--- src/rtl/execute_pkg.sv ---
// Shared definitions for the minuteCore execute stage: ALU opcodes,
// branch types, shifter FSM states and a small opcode helper.
package execute_pkg;

    // Width of a shift amount; the serial shifter walks at most 31 steps.
    localparam int SHAMT_W = 5;

    // ALU operation codes as driven by decode; 11..15 fall back to ADD.
    typedef enum logic [3:0] {
        ALU_ADD   = 4'd0,
        ALU_SUB   = 4'd1,
        ALU_SLT   = 4'd2,
        ALU_SLTU  = 4'd3,
        ALU_XOR   = 4'd4,
        ALU_OR    = 4'd5,
        ALU_AND   = 4'd6,
        ALU_SLL   = 4'd7,
        ALU_SRL   = 4'd8,
        ALU_SRA   = 4'd9,
        ALU_PASSB = 4'd10
    } alu_op_e;

    // Control-transfer kinds; 9..15 behave as no branch.
    typedef enum logic [3:0] {
        BR_NONE = 4'd0,
        BR_BEQ  = 4'd1,
        BR_BNE  = 4'd2,
        BR_BLT  = 4'd3,
        BR_BGE  = 4'd4,
        BR_BLTU = 4'd5,
        BR_BGEU = 4'd6,
        BR_JAL  = 4'd7,
        BR_JALR = 4'd8
    } br_type_e;

    // Serial shifter control states.
    typedef enum logic {
        ST_IDLE  = 1'b0,
        ST_SHIFT = 1'b1
    } shift_state_e;

    // True for the three opcodes that may be handed to the serial shifter.
    function automatic logic is_shift_op(input alu_op_e op);
        return (op == ALU_SLL) || (op == ALU_SRL) || (op == ALU_SRA);
    endfunction

endpackage

--- src/rtl/execute_shifter.sv ---
// Serial one-bit-per-cycle shifter with its step counter. The final step
// is presented combinationally on o_result together with o_done so the
// execute stage can register it on the same edge the FSM returns to idle.
module shifter
    import execute_pkg::*;
#(
    parameter int XLEN = 32
) (
    input  logic               clk,
    input  logic               reset,
    input  logic               i_start,
    input  logic [SHAMT_W-1:0] i_shamt,
    input  alu_op_e            i_type,
    input  logic [XLEN-1:0]    i_operand,
    input  logic               i_stall,
    output logic               o_busy,
    output logic               o_done,
    output logic [XLEN-1:0]    o_result
);

    shift_state_e       r_state;
    logic [SHAMT_W-1:0] r_count;
    logic [XLEN-1:0]    r_value;
    alu_op_e            r_type;
    logic [XLEN-1:0]    w_next;

    // One-bit shift of the working value in the captured direction.
    always_comb begin
        // NOTE: default every always_comb output first so no path infers a latch.
        w_next = r_value;
        case (r_type)
            ALU_SLL: w_next = {r_value[XLEN-2:0], 1'b0};
            ALU_SRL: w_next = {1'b0, r_value[XLEN-1:1]};
            default: w_next = {r_value[XLEN-1], r_value[XLEN-1:1]};
        endcase
    end

    assign o_busy   = (r_state == ST_SHIFT);
    assign o_done   = o_busy && !i_stall && (r_count == SHAMT_W'(1));
    assign o_result = w_next;

    // Load on start, then step once per unstalled cycle until the count expires.
    always_ff @(posedge clk or posedge reset) begin
        // NOTE: reset clears the working value too, so an aborted shift leaves no residue.
        if (reset) begin
            r_state <= ST_IDLE;
            r_count <= '0;
            r_value <= '0;
            r_type  <= ALU_SLL;
        end else begin
            // NOTE: non-blocking assignments keep every register sampling pre-edge values.
            case (r_state)
                ST_IDLE: begin
                    if (i_start && (i_shamt != '0)) begin
                        r_value <= i_operand;
                        r_count <= i_shamt;
                        r_type  <= i_type;
                        r_state <= ST_SHIFT;
                    end
                end
                ST_SHIFT: begin
                    if (!i_stall) begin
                        r_value <= w_next;
                        r_count <= r_count - SHAMT_W'(1);
                        if (r_count == SHAMT_W'(1)) begin
                            r_state <= ST_IDLE;
                        end
                    end
                end
                default: r_state <= ST_IDLE;
            endcase
        end
    end

endmodule

--- src/rtl/execute.sv ---
// minuteCore execute stage: ALU, branch resolution, redirect generation and
// the output register towards memory/writeback. Non-zero shifts are handed
// to the serial shifter, which holds fetch/decode through stall_out.
module execute
    import execute_pkg::*;
#(
    parameter int XLEN   = 32,
    parameter int REG_AW = 5
) (
    input  logic              clk,
    input  logic              reset,
    input  logic              pipeline_in_valid,
    input  logic [XLEN-1:0]   PC_in,
    input  logic [3:0]        alu_op,
    input  logic [3:0]        br_type,
    input  logic              op_b_sel,
    input  logic [XLEN-1:0]   rs1_data,
    input  logic [XLEN-1:0]   rs2_data,
    input  logic [XLEN-1:0]   imm,
    input  logic [REG_AW-1:0] rd_addr_in,
    input  logic              stall,
    output logic              stall_out,
    output logic              flush,
    output logic [XLEN-1:0]   flush_addr,
    output logic              pipeline_out_valid,
    output logic [XLEN-1:0]   PC_out,
    output logic [XLEN-1:0]   result,
    output logic [XLEN-1:0]   store_data,
    output logic [REG_AW-1:0] rd_addr_out
);

    alu_op_e            w_op;
    br_type_e           w_br;
    logic [XLEN-1:0]    w_op_b;
    logic [SHAMT_W-1:0] w_shamt;
    logic [XLEN-1:0]    w_alu;
    logic               w_eq;
    logic               w_lt;
    logic               w_ltu;
    logic               w_taken;
    logic [XLEN-1:0]    w_jalr_sum;
    logic [XLEN-1:0]    w_target;
    logic [XLEN-1:0]    w_wb_value;
    logic               w_accept;
    logic               w_shift_start;
    logic               w_shift_busy;
    logic               w_shift_done;
    logic [XLEN-1:0]    w_shift_result;

    logic               r_valid;
    logic               r_flush;
    logic [XLEN-1:0]    r_flush_addr;
    logic [XLEN-1:0]    r_pc;
    logic [XLEN-1:0]    r_result;
    logic [XLEN-1:0]    r_store;
    logic [REG_AW-1:0]  r_rd;
    logic [XLEN-1:0]    r_pend_pc;
    logic [XLEN-1:0]    r_pend_store;
    logic [REG_AW-1:0]  r_pend_rd;

    assign w_op    = alu_op_e'(alu_op);
    assign w_br    = br_type_e'(br_type);
    assign w_op_b  = op_b_sel ? imm : rs2_data;
    assign w_shamt = w_op_b[SHAMT_W-1:0];

    // A wrong-path instruction arriving during a redirect is never accepted.
    assign w_accept      = pipeline_in_valid && !stall_out && !r_flush;
    assign w_shift_start = w_accept && is_shift_op(w_op) && (w_shamt != '0);
    assign stall_out     = stall || w_shift_busy;

    // Single-cycle ALU; shift opcodes only land here when the amount is zero.
    always_comb begin
        w_alu = rs1_data + w_op_b;
        case (w_op)
            ALU_SUB:   w_alu = rs1_data - w_op_b;
            ALU_SLT:   w_alu = XLEN'($signed(rs1_data) < $signed(w_op_b));
            ALU_SLTU:  w_alu = XLEN'(rs1_data < w_op_b);
            ALU_XOR:   w_alu = rs1_data ^ w_op_b;
            ALU_OR:    w_alu = rs1_data | w_op_b;
            ALU_AND:   w_alu = rs1_data & w_op_b;
            ALU_SLL,
            ALU_SRL,
            ALU_SRA:   w_alu = rs1_data;
            ALU_PASSB: w_alu = w_op_b;
            default:   w_alu = rs1_data + w_op_b;
        endcase
    end

    // Branch conditions always compare the two register operands.
    assign w_eq  = (rs1_data == rs2_data);
    assign w_lt  = ($signed(rs1_data) < $signed(rs2_data));
    assign w_ltu = (rs1_data < rs2_data);

    // Resolve whether the control transfer is taken.
    always_comb begin
        w_taken = 1'b0;
        case (w_br)
            BR_BEQ:  w_taken = w_eq;
            BR_BNE:  w_taken = !w_eq;
            BR_BLT:  w_taken = w_lt;
            BR_BGE:  w_taken = !w_lt;
            BR_BLTU: w_taken = w_ltu;
            BR_BGEU: w_taken = !w_ltu;
            BR_JAL,
            BR_JALR: w_taken = 1'b1;
            default: w_taken = 1'b0;
        endcase
    end

    assign w_jalr_sum = rs1_data + imm;
    assign w_target   = (w_br == BR_JALR) ? {w_jalr_sum[XLEN-1:1], 1'b0} : (PC_in + imm);
    assign w_wb_value = ((w_br == BR_JAL) || (w_br == BR_JALR)) ? (PC_in + XLEN'(4)) : w_alu;

    shifter #(
        .XLEN (XLEN)
    ) u_shifter (
        .clk       (clk),
        .reset     (reset),
        .i_start   (w_shift_start),
        .i_shamt   (w_shamt),
        .i_type    (w_op),
        .i_operand (rs1_data),
        .i_stall   (stall),
        .o_busy    (w_shift_busy),
        .o_done    (w_shift_done),
        .o_result  (w_shift_result)
    );

    // Capture the side-band fields of a shift so completion does not rely on decode holding them.
    always_ff @(posedge clk or posedge reset) begin
        if (reset) begin
            r_pend_pc    <= '0;
            r_pend_store <= '0;
            r_pend_rd    <= '0;
        end else if (w_shift_start) begin
            r_pend_pc    <= PC_in;
            r_pend_store <= rs2_data;
            r_pend_rd    <= rd_addr_in;
        end
    end

    // Output register: holds on stall, otherwise loads a new or completing instruction.
    always_ff @(posedge clk or posedge reset) begin
        if (reset) begin
            r_valid      <= 1'b0;
            r_flush      <= 1'b0;
            r_flush_addr <= '0;
            r_pc         <= '0;
            r_result     <= '0;
            r_store      <= '0;
            r_rd         <= '0;
        end else if (!stall) begin
            r_valid      <= 1'b0;
            r_flush      <= 1'b0;
            r_flush_addr <= '0;
            if (w_accept && !w_shift_start) begin
                r_valid      <= 1'b1;
                r_pc         <= PC_in;
                r_result     <= w_wb_value;
                r_store      <= rs2_data;
                r_rd         <= rd_addr_in;
                r_flush      <= w_taken;
                r_flush_addr <= w_taken ? w_target : '0;
            end else if (w_shift_done) begin
                r_valid  <= 1'b1;
                r_pc     <= r_pend_pc;
                r_result <= w_shift_result;
                r_store  <= r_pend_store;
                r_rd     <= r_pend_rd;
            end
        end
    end

    assign pipeline_out_valid = r_valid;
    assign flush              = r_flush;
    assign flush_addr         = r_flush_addr;
    assign PC_out             = r_pc;
    assign result             = r_result;
    assign store_data         = r_store;
    assign rd_addr_out        = r_rd;

endmodule

--- config.mk ---
export PLATFORM = sky130hd
export DESIGN_NAME = execute
export DESIGN_NICKNAME = d
export VERILOG_FILES = /design/src/rtl/execute_pkg.sv /design/src/rtl/execute_shifter.sv /design/src/rtl/execute.sv
export SDC_FILE = /design/constraint.sdc
export NUM_CORES = 1
export LEC_CHECK = 0
export CORE_AREA = 10 10 276 278
export CTS_CLUSTER_SIZE = 10
export DETAILED_ROUTE_END_ITERATION = 8
export DIE_AREA = 0 0 286 288
export GPL_ROUTABILITY_DRIVEN = 0
export PLACE_DENSITY_LB_ADDON = 0.05
export RECOVER_POWER = 25
export SKIP_CTS_REPAIR_TIMING = 1
export SYNTH_ARGS = -nofsm -noshare
export SYNTH_HDL_FRONTEND = slang
export SYNTH_SLANG_ARGS = --single-unit
export TNS_END_PERCENT = 50
--- constraint.sdc ---
create_clock -name clk -period 7.8 [get_ports clk]
set_input_delay 1.17 -clock clk [delete_from_list [all_inputs] [get_ports clk]]
set_output_delay 1.17 -clock clk [all_outputs]
set_load 0.02 [all_outputs]
## Word-level counts from Yosys, hierarchy flattened

Index checks and enable logic that the tools add are counted.

| storage, ports and cells | value |
|---|---|
| flip-flop bits (word level) | 246 |
| input bits | 146 |
| output and inout port bits | 136 |
| word-level logic and storage cells | 108 |

| operators by class | value |
|---|---|
| bitwise operators | 5 |
| magnitude comparators | 4 |
| add/sub/neg operators | 6 |
| eq/ne operators | 24 |
| multiplexer cells | 29 |
| reduce and logical (&&, ||, !) cells | 26 |

Operators by type and width:

| cell | count |
|---|---|
| 2-to-1 mux 32 bit | 13 |
| case mux 32 bit (8 select lines) | 1 |
| < comparator 32 bit | 4 |
| case mux 32 bit (2 select lines) | 2 |
| adder 32 bit | 3 |
| == test 4 x 3 -> 1 bit (second input constant) | 9 |
| adder 32 x 3 -> 32 bit (second input constant) | 1 |
| AND 32 bit | 1 |
| == test 32 bit | 1 |
| OR 32 bit | 1 |
| subtractor 32 bit | 1 |
| bitwise XOR 32 bit | 1 |
| == test 4 bit (second input constant) | 5 |
| 2-to-1 mux 5 bit | 4 |
| == test 4 x 2 -> 1 bit (second input constant) | 4 |
| case mux 5 bit (2 select lines) | 1 |
| == test 4 x 1 -> 1 bit (second input constant) | 2 |
| logical AND 1 bit | 8 |
| logical NOT 1 bit | 7 |
| case mux 1 bit (7 select lines) | 1 |
| 2-to-1 mux 1 bit | 6 |
| AND reduction 2 bit | 3 |
| == test 5 x 1 -> 1 bit (second input constant) | 1 |
| nonzero test 5 bit | 1 |
| 9 further kinds | 13 |

## Logic depth before layout (Yosys ltp)

Gate-level depths: netlist (run 1).

| logic depth | value |
|---|---|
| word-level depth | 10 |
| gate-level depth with buffers | 18 |
| depth with buffers taken out | 15 |

## By module

From an unflattened synthesis (run 1), not the netlist that was laid out.

| second synthesis, totals | value |
|---|---|
| cells, all modules | 2741 |
| area, all modules | 22157.5 sq um |

Modules (own cells, without submodules):

| module | cells an instance | area each (sq um) | times used | sequential area each (sq um) |
|---|---|---|---|---|
| execute | 2425 | 19307.3 | 1 | 5104.9 |
| shifter | 316 | 2850.2 | 1 | 1054.8 |

## Least setup slack after synthesis (run 1)

No wires, ideal clock.

| path | value |
|---|---|
| kind | in2reg |
| from | in op_b_sel |
| to | reg r_result[31] (netlist: result[31]) |
| setup slack | 2.515 ns |
| setup time | 0.126 ns |
| stages on the path | 18 |
| required time | 7.674 ns |
| data arrival time | 5.159 ns |
| path buffers | 4 |
| path through | clkbuf_1 > clkbuf_1 > buf_1 > clkbuf_1 > nand2_1 > o21ai_0 > inv_1 > ha_1 > a21oi_1 > o21bai_1 > a211oi_4 > nor3_2 > or4b_4 > a311oi_4 > o21ai_2 > xnor2_2 > nand2_1 > a221o_1 |

| on the way | value |
|---|---|
| longest elaborated chain between the ends | 7 |
| elaborated cells on any way between the ends | 15 |
| classes of those cells | 2 x add/sub; 4 x mux; 3 x bitwise; 6 x reduce/logical |

Ends and longest elaborated chain:

| what | line | text |
|---|---|---|
| from (decl) | execute.sv:16 | `input logic op_b_sel,` |
| 2-to-1 mux 32 bit * | execute.sv:63 | `assign w_op_b = op_b_sel ? imm : rs2_data;` |
| parallel branches: the longest is 6 deep, another holds adder 32 bit | -- |  |
| to (signal assigned) | execute.sv:159 | `r_result <= w_wb_value;` |
| to (signal assigned) | execute.sv:167 | `r_result <= w_shift_result;` |
| to (decl) | execute.sv:54 | `logic [XLEN-1:0] r_result;` |

Mark *: on every way between the ends.
A chain may end at the register's enable or synchronous reset.

## Final worst setup path (run 1)

| path | value |
|---|---|
| from | in rs2_data[1] |
| to | reg r_result[26] (netlist: result[26]) |

| on the way | value |
|---|---|
| longest elaborated chain between the ends | 7 |
| elaborated cells on any way between the ends | 12 |
| classes of those cells | 2 x add/sub; 4 x mux; 6 x reduce/logical |

Ends and longest elaborated chain:

| what | line | text |
|---|---|---|
| from (decl) | execute.sv:18 | `input logic [XLEN-1:0] rs2_data,` |
| 2-to-1 mux 32 bit * | execute.sv:63 |  |
| parallel branches: the longest is 6 deep, another holds adder 32 bit | -- |  |

Marks and branches as above.

==> results.py, run 1 <==
metrics = {
    "routing": {
        "routed_wl_mm": 95.7,
        "vias": 21300,
        "avgRoutedWirePerCell_microns": 24.8,
        "detail_route.iter0.violations": 1491,
        "antenna_left": 0,
        "dr.pass1.iters": 6,
        "viasPerCell": 5.53,
        "drc": 0,
    },
    "clock_network": {
        "ctsRootBufferMaster": "clkbuf_16",
        "ctsLongestPathBuffers": 3,
        "tritoncts": "yes",
        "path_clk_slew_ns": 0.06,
        "numCtsBuffers": 34,
        "clk_latency_ns": 0.58,
        "h-tree-depth": 2,
        "cts_sinks": 246,
    },
    "run": {
        "cap_violations": 3,
    },
    "timing": {
        "hold_viol_final": 0,
        "max_slew_margin": -0.930,
        "setup_viol": 0,
        "final_max_slew_viol_count": 251,
        "setup_tns_ns": 0,
        "finalWorstSetupSlack_ns": 2.39,
        "finalCriticalPeriod_ns": 5.41,
        "fmax_mhz": 185,
        "grt_setup_unrepaired": "false",
        "fin_crit_sh": 0.693,
        "max_slew.worst_pin.slew_ns": 2.89,
        "fin_skew_ns": 0.0343,
    },
    "power": {
        "power_density_nw_per_um2": 266,
        "irDropWorstVdd_uv": 151,
        "power_leakage_uw": 0.0115,
    },
    "synthesis": {
        "netlist_area_sq_um": 21000,
        "ys_ff_latch": 246,
        "seq_area_frac_synth": 0.293,
        "ys.flop_type": "dfrtp_1",
        "avgSynthCellArea_sq_um": 7.86,
        "synth_edf_count": 0,
        "syn_inst": 2669,
        "ys_types": 98,
        "synthArstFlopShare": 1.00,
        "yosysWarnings": 0,
        "synth_fp_nets": 3012,
    },
    "global_routing": {
        "grt_max_degree": 107,
        "grt_remaining_overflow": 0,
        "grt_usage": 0.224,
        "grt_pass1_vias": 21000,
        "antenna_found_initial": 13,
        "grt_first_pass_wirelength_mm": 141,
    },
    "critical_path": {
        "crit_arrival_ns": 5.89,
        "timing_worst_setup_path_type": "in -> reg",
        "critPathLaunchType": "input port",
        "critPathMaxFanout": 5,
        "worstSetupEndpointType": "flop",
        "cp_data_required_time_ns": 8.29,
    },
    "die": {
        "io_pins": 282,
        "die_h_microns": 288,
        "rows": 98,
        "initial_core_util": 0.296,
        "die_x_microns": 286,
        "dieArea_sq_um": 82400,
        "core_sq_um": 70900,
    },
    "placement": {
        "dp_hpwl_mm": 72.9,
        "dp_slack_ns": 1.89,
        "portBuffers": 281,
    },
    "layout": {
        "final_common_cell": "nand2_1",
        "utilization": 0.364,
        "n_fill_cell": 7492,
        "final_cell_mix": "370 x nand2_1, 278 x clkdlybuf4s50_1, 252 x nor2_1",
        "drive_gt1_frac": 0.0606,
        "final_nets": 3225,
        "area_growth_pct": 23.0,
    },
    "hold_path": {
        "hp-class": "reg -> reg",
    },
    "status": {
        "status": "finished, violations left",
        "violations": "max-capacitance violations, max-slew violations",
    },
}
## cells in the mapped netlist, types with 36 or more instances
library cell  number  area share
nand2_1          373       0.067
nor2_1           252       0.045
dfrtp_1          243        0.29
o21ai_0          231       0.055
a21oi_1          224       0.053
ha_1             193        0.12
inv_1            160       0.029
clkbuf_1         120       0.021
a31oi_1          102       0.030
xnor2_1           57       0.024
mux2i_1           47       0.022
a21o_1            45       0.016
nand3_1           45       0.011
mux2_2            39       0.021
o22ai_1           38       0.011
nor3_1            36      0.0086
## worst paths after layout
kind | startpoint | end | slack (ns) | depth (start not counted)
worst max-delay path | rs2_data[1] | result[26] | 2.39 | 15
worst min-delay path | r_pend_store[11] | r_pend_store[11] | 0.48 | 2
worst max register to register | u_shifter.o_busy | result[27] | 4.04 | 9
worst min register to register | r_pend_store[11] | r_pend_store[11] | 0.48 | 2
max in group asynchronous | reset | u_shifter.r_value[30] | 2.66 | 3
min in group asynchronous | reset | PC_out[4] | 1.53 | 2
## metal layers
layer | global-route usage | part of all wire | wire (microns)
met3 | 0.0403 | 0.061 | 5820
met2 | 0.386 | 0.49 | 46400
met4 | 0.0783 | 0.036 | 3420
met5 | 0 | 0.0013 | 127
met1 | 0.277 | 0.42 | 39900
## logic make-up (layout without fill, tap and decap cells)
group	Yosys count	in the layout	share of synthesized area
simple gates	838	838	0.175
other cells	0	1	0
buf+inv	309	542	0.0585
xor+xnor	92	92	0.0387
flops	246	246	0.293
compound gates	901	901	0.272
mux	86	86	0.0433
fa+ha+maj	197	197	0.119
## area by class of cell
cell class | instances | area (sq um) | area share
multi-input combinational | 2114 | 13700 | 0.529
inverter | 163 | 613 | 0.0237
clock inverter | 8 | 118 | 0.00456
tap | 950 | 1190 | 0.0460
antenna | 1 | 2.50 | 0.0000969
sequential | 246 | 6160 | 0.239
timing repair buffer | 323 | 3110 | 0.121
clock buffer | 48 | 953 | 0.0369
## worst max-delay path, cell delays in order
cell	delay [ns]
clkdlybuf4s50_1	0.54
inv_1	0.11
o21ai_0	0.52
inv_1	0.25
fa_1	0.46
nor2b_1	0.16
o21bai_1	0.39
a2111oi_0	0.19
o41ai_1	0.76
a31oi_1	0.32
o311a_1	0.42
o22ai_1	0.16
xnor2_1	0.15
nand2_1	0.09
a31oi_1	0.18
## through the flow
| stage | instance area [sq um] | total power (uW) | hold slack [ns] | cells |
|---|---|---|---|---|
| after global placement | 24800 | 5320 | 0.466 | 3796 |
| after floorplan | 21000 | 3950 | 0.449 | 2669 |
| after global routing | 25800 | 7320 | 0.509 | 3852 |
| after detailed placement | 24800 | 5330 | 0.470 | 3796 |
| after CTS | 25800 | 6940 | 0.482 | 3852 |
| final | 25800 | 6850 | 0.476 | 3853 |
## flip-flops by register name, summed over array words and instances, names as in the netlist
| name | cells |
|---|---|
| u_shifter.r_value | 32 |
| pipeline_out_valid | 1 |
| u_shifter.r_type | 4 |
| rd_addr_out | 5 |
| PC_out | 32 |
| store_data | 32 |
| u_shifter.r_count | 5 |
| u_shifter.o_busy | 1 |
| r_pend_store | 32 |
| flush_addr | 32 |
| flush | 1 |
| result | 32 |
| r_pend_pc | 32 |
| r_pend_rd | 5 |
## power breakdown
part	total [uW]	switching, uW	internal (uW)
Combinational	3090	1790	1310
Sequential	2210	377	1830
Clock	1550	660	890
Total	6850	2820	4030
Note: power is estimated with default switching activity, not from simulation.
==> run 2: changes to the inputs <==
Clock period 7.8 ns to 5.25 ns, I/O delays scaled along.
==> results.py, run 2 (same netlist as run 1, synthesis figures left out) <==
metrics = {
    "global_routing": {
        "antenna_found_initial": 14,
        "grt_max_degree": 85,
        "grt_usage": 0.233,
        "grt_first_pass_wirelength_mm": 145,
        "grt_pass1_vias": 21500,
        "grt_remaining_overflow": 0,
    },
    "routing": {
        "drc": 0,
        "dr.pass1.iters": 6,
        "viasPerCell": 5.50,
        "detail_route.iter0.violations": 1617,
        "vias": 21800,
        "antenna_left": 0,
        "avgRoutedWirePerCell_microns": 25.2,
        "routed_wl_mm": 99.6,
    },
    "power": {
        "power_leakage_uw": 0.0120,
        "irDropWorstVdd_uv": 235,
        "power_density_nw_per_um2": 387,
    },
    "critical_path": {
        "critPathLaunchType": "input port",
        "cp_num_buf_inv": 3,
        "crit_start": "rs2_data[4]",
        "path_delay_family": "compound AO/OA/AOI/OAI gates",
        "path_cells": "clkdlybuf4s50_1, inv_1, o21ai_0, ha_1, or3_1, o21bai_1, a2111oi_0, o41ai_1, buf_4, a31oi_1, o311a_1, o22ai_1, xnor2_1, nand2_1, a31oi_1",
        "crit_arrival_ns": 5.27,
        "cpMostUsedCell": "a31oi_1",
        "r2r-end": "result[27]",
        "rr_worst_depth": 8,
        "reg2reg_slack_ns": 1.94,
        "worstSetupEndpointType": "flop",
        "cp_slowest_cell": "o21ai_0",
        "critPathMaxFanout": 9,
        "path_depth": 15,
        "cp_data_required_time_ns": 5.73,
        "r2r-start": "u_shifter.o_busy",
        "slowest_delay_ns": 0.70,
        "timing_worst_setup_path_type": "in -> reg",
        "setup.worst_path.end": "result[26]",
    },
    "timing": {
        "final_max_slew_viol_count": 84,
        "max_slew_margin": -0.541,
        "grt_setup_unrepaired": "false",
        "setup_viol": 0,
        "fin_skew_ns": 0.0229,
        "max_slew.worst_pin.slew_ns": 2.31,
        "hold_viol_final": 0,
        "fin_crit_sh": 0.913,
        "fmax_mhz": 209,
        "finalCriticalPeriod_ns": 4.79,
    },
    "clock_network": {
        "tritoncts": "yes",
        "numCtsBuffers": 34,
        "ctsLongestPathBuffers": 3,
        "h-tree-depth": 2,
        "cts_sinks": 246,
        "ctsRootBufferMaster": "clkbuf_16",
        "clk_latency_ns": 0.56,
        "path_clk_slew_ns": 0.06,
    },
    "die": {
        "dieArea_sq_um": 82400,
        "die_x_microns": 286,
        "rows": 98,
        "core_sq_um": 70900,
        "initial_core_util": 0.296,
        "io_pins": 282,
        "die_h_microns": 288,
    },
    "placement": {
        "placed_area_sq_um": 25500,
        "portBuffers": 281,
        "dp_hpwl_mm": 78.3,
    },
    "layout": {
        "final_cell_mix": "371 x nand2_1, 278 x clkdlybuf4s50_1, 252 x nor2_1",
        "stdcell_area_sq_um": 26600,
        "area_growth_pct": 26.8,
        "final_nets": 3325,
        "n_fill_cell": 7471,
        "utilization": 0.376,
        "final_common_cell": "nand2_1",
        "drive_gt1_frac": 0.0916,
    },
    "status": {
        "violations": "max-capacitance violations, max-slew violations",
        "status": "finished, violations left",
    },
    "hold_path": {
        "hp-class": "reg -> reg",
    },
    "run": {
        "cap_violations": 1,
    },
}
## run 2: cell count changes in the layout (fill, tap and decap cells not counted), sizes merged
cell	delta
clkinv	-1
clkinvlp	-2
inv	+1
bufinv	+1
clkbuf	+1
buf	+101
diode	+4
## run 2: power by group
group / internal, uW / switching [uW] / leakage (uW)
Sequential: 2720 / 549 / 0.00308
Combinational: 2020 / 2670 / 0.00839
Clock: 1400 / 944 / 0.000534
Total: 6150 / 4170 / 0.0120
## run 2: per-stage QoR
stage	std cells	power (uW)	TNS (ns)	worst slack, ns	hold WS (ns)
after floorplan	2669	5880	0	0.348	0.449
after global placement	3896	7970	-0.0198	-0.0198	0.461
after detailed placement	3896	8010	-0.0610	-0.0374	0.471
after CTS	3953	10400	0	0.521	0.484
after global routing	3956	11000	0	0.266	0.499
final	3958	10300	0	0.457	0.481
## run 2: layout make-up
| class | instances | area [sq um] | share of cell area |
|---|---|---|---|
| Clock buffer | 50 | 992 | 0.0373 |
| Multi-Input combinational cell | 2114 | 13700 | 0.513 |
| Clock inverter | 7 | 92.6 | 0.00348 |
| Tap cell | 950 | 1190 | 0.0447 |
| Inverter | 163 | 616 | 0.0231 |
| Sequential cell | 246 | 6160 | 0.231 |
| Antenna cell | 5 | 12.5 | 0.000470 |
| Timing Repair Buffer | 423 | 3890 | 0.146 |
## run 2: layer usage
metal / wire length, microns / track usage
met4: 5120 / 0.115
met1: 40900 / 0.282
met2: 47700 / 0.395
met3: 5770 / 0.0412
met5: 116 / 0
## run 2: how the worst min path moves through the flow
stage	from	endpoint	slack [ns]	cells past startpoint
2_1_floorplan	u_shifter.r_value[0]	u_shifter.r_value[0]	0.45	2
3_3_place_gp	r_pend_store[10]	r_pend_store[10]	0.46	2
3_5_place_dp	r_pend_store[14]	r_pend_store[14]	0.47	2
4_1_cts	r_pend_store[10]	r_pend_store[10]	0.48	2
5_1_grt	u_shifter.r_value[0]	u_shifter.r_value[0]	0.50	2
6_report	r_pend_store[14]	r_pend_store[14]	0.48	2
## run 2: worst register-to-register path: cells and delay by family, from the launching register on
| kind | cells | cell delay, ns |
|---|---|---|
| simple gates | 4 | 1.53 |
| compound gates | 4 | 1.25 |
| flops | 1 | 0.37 |
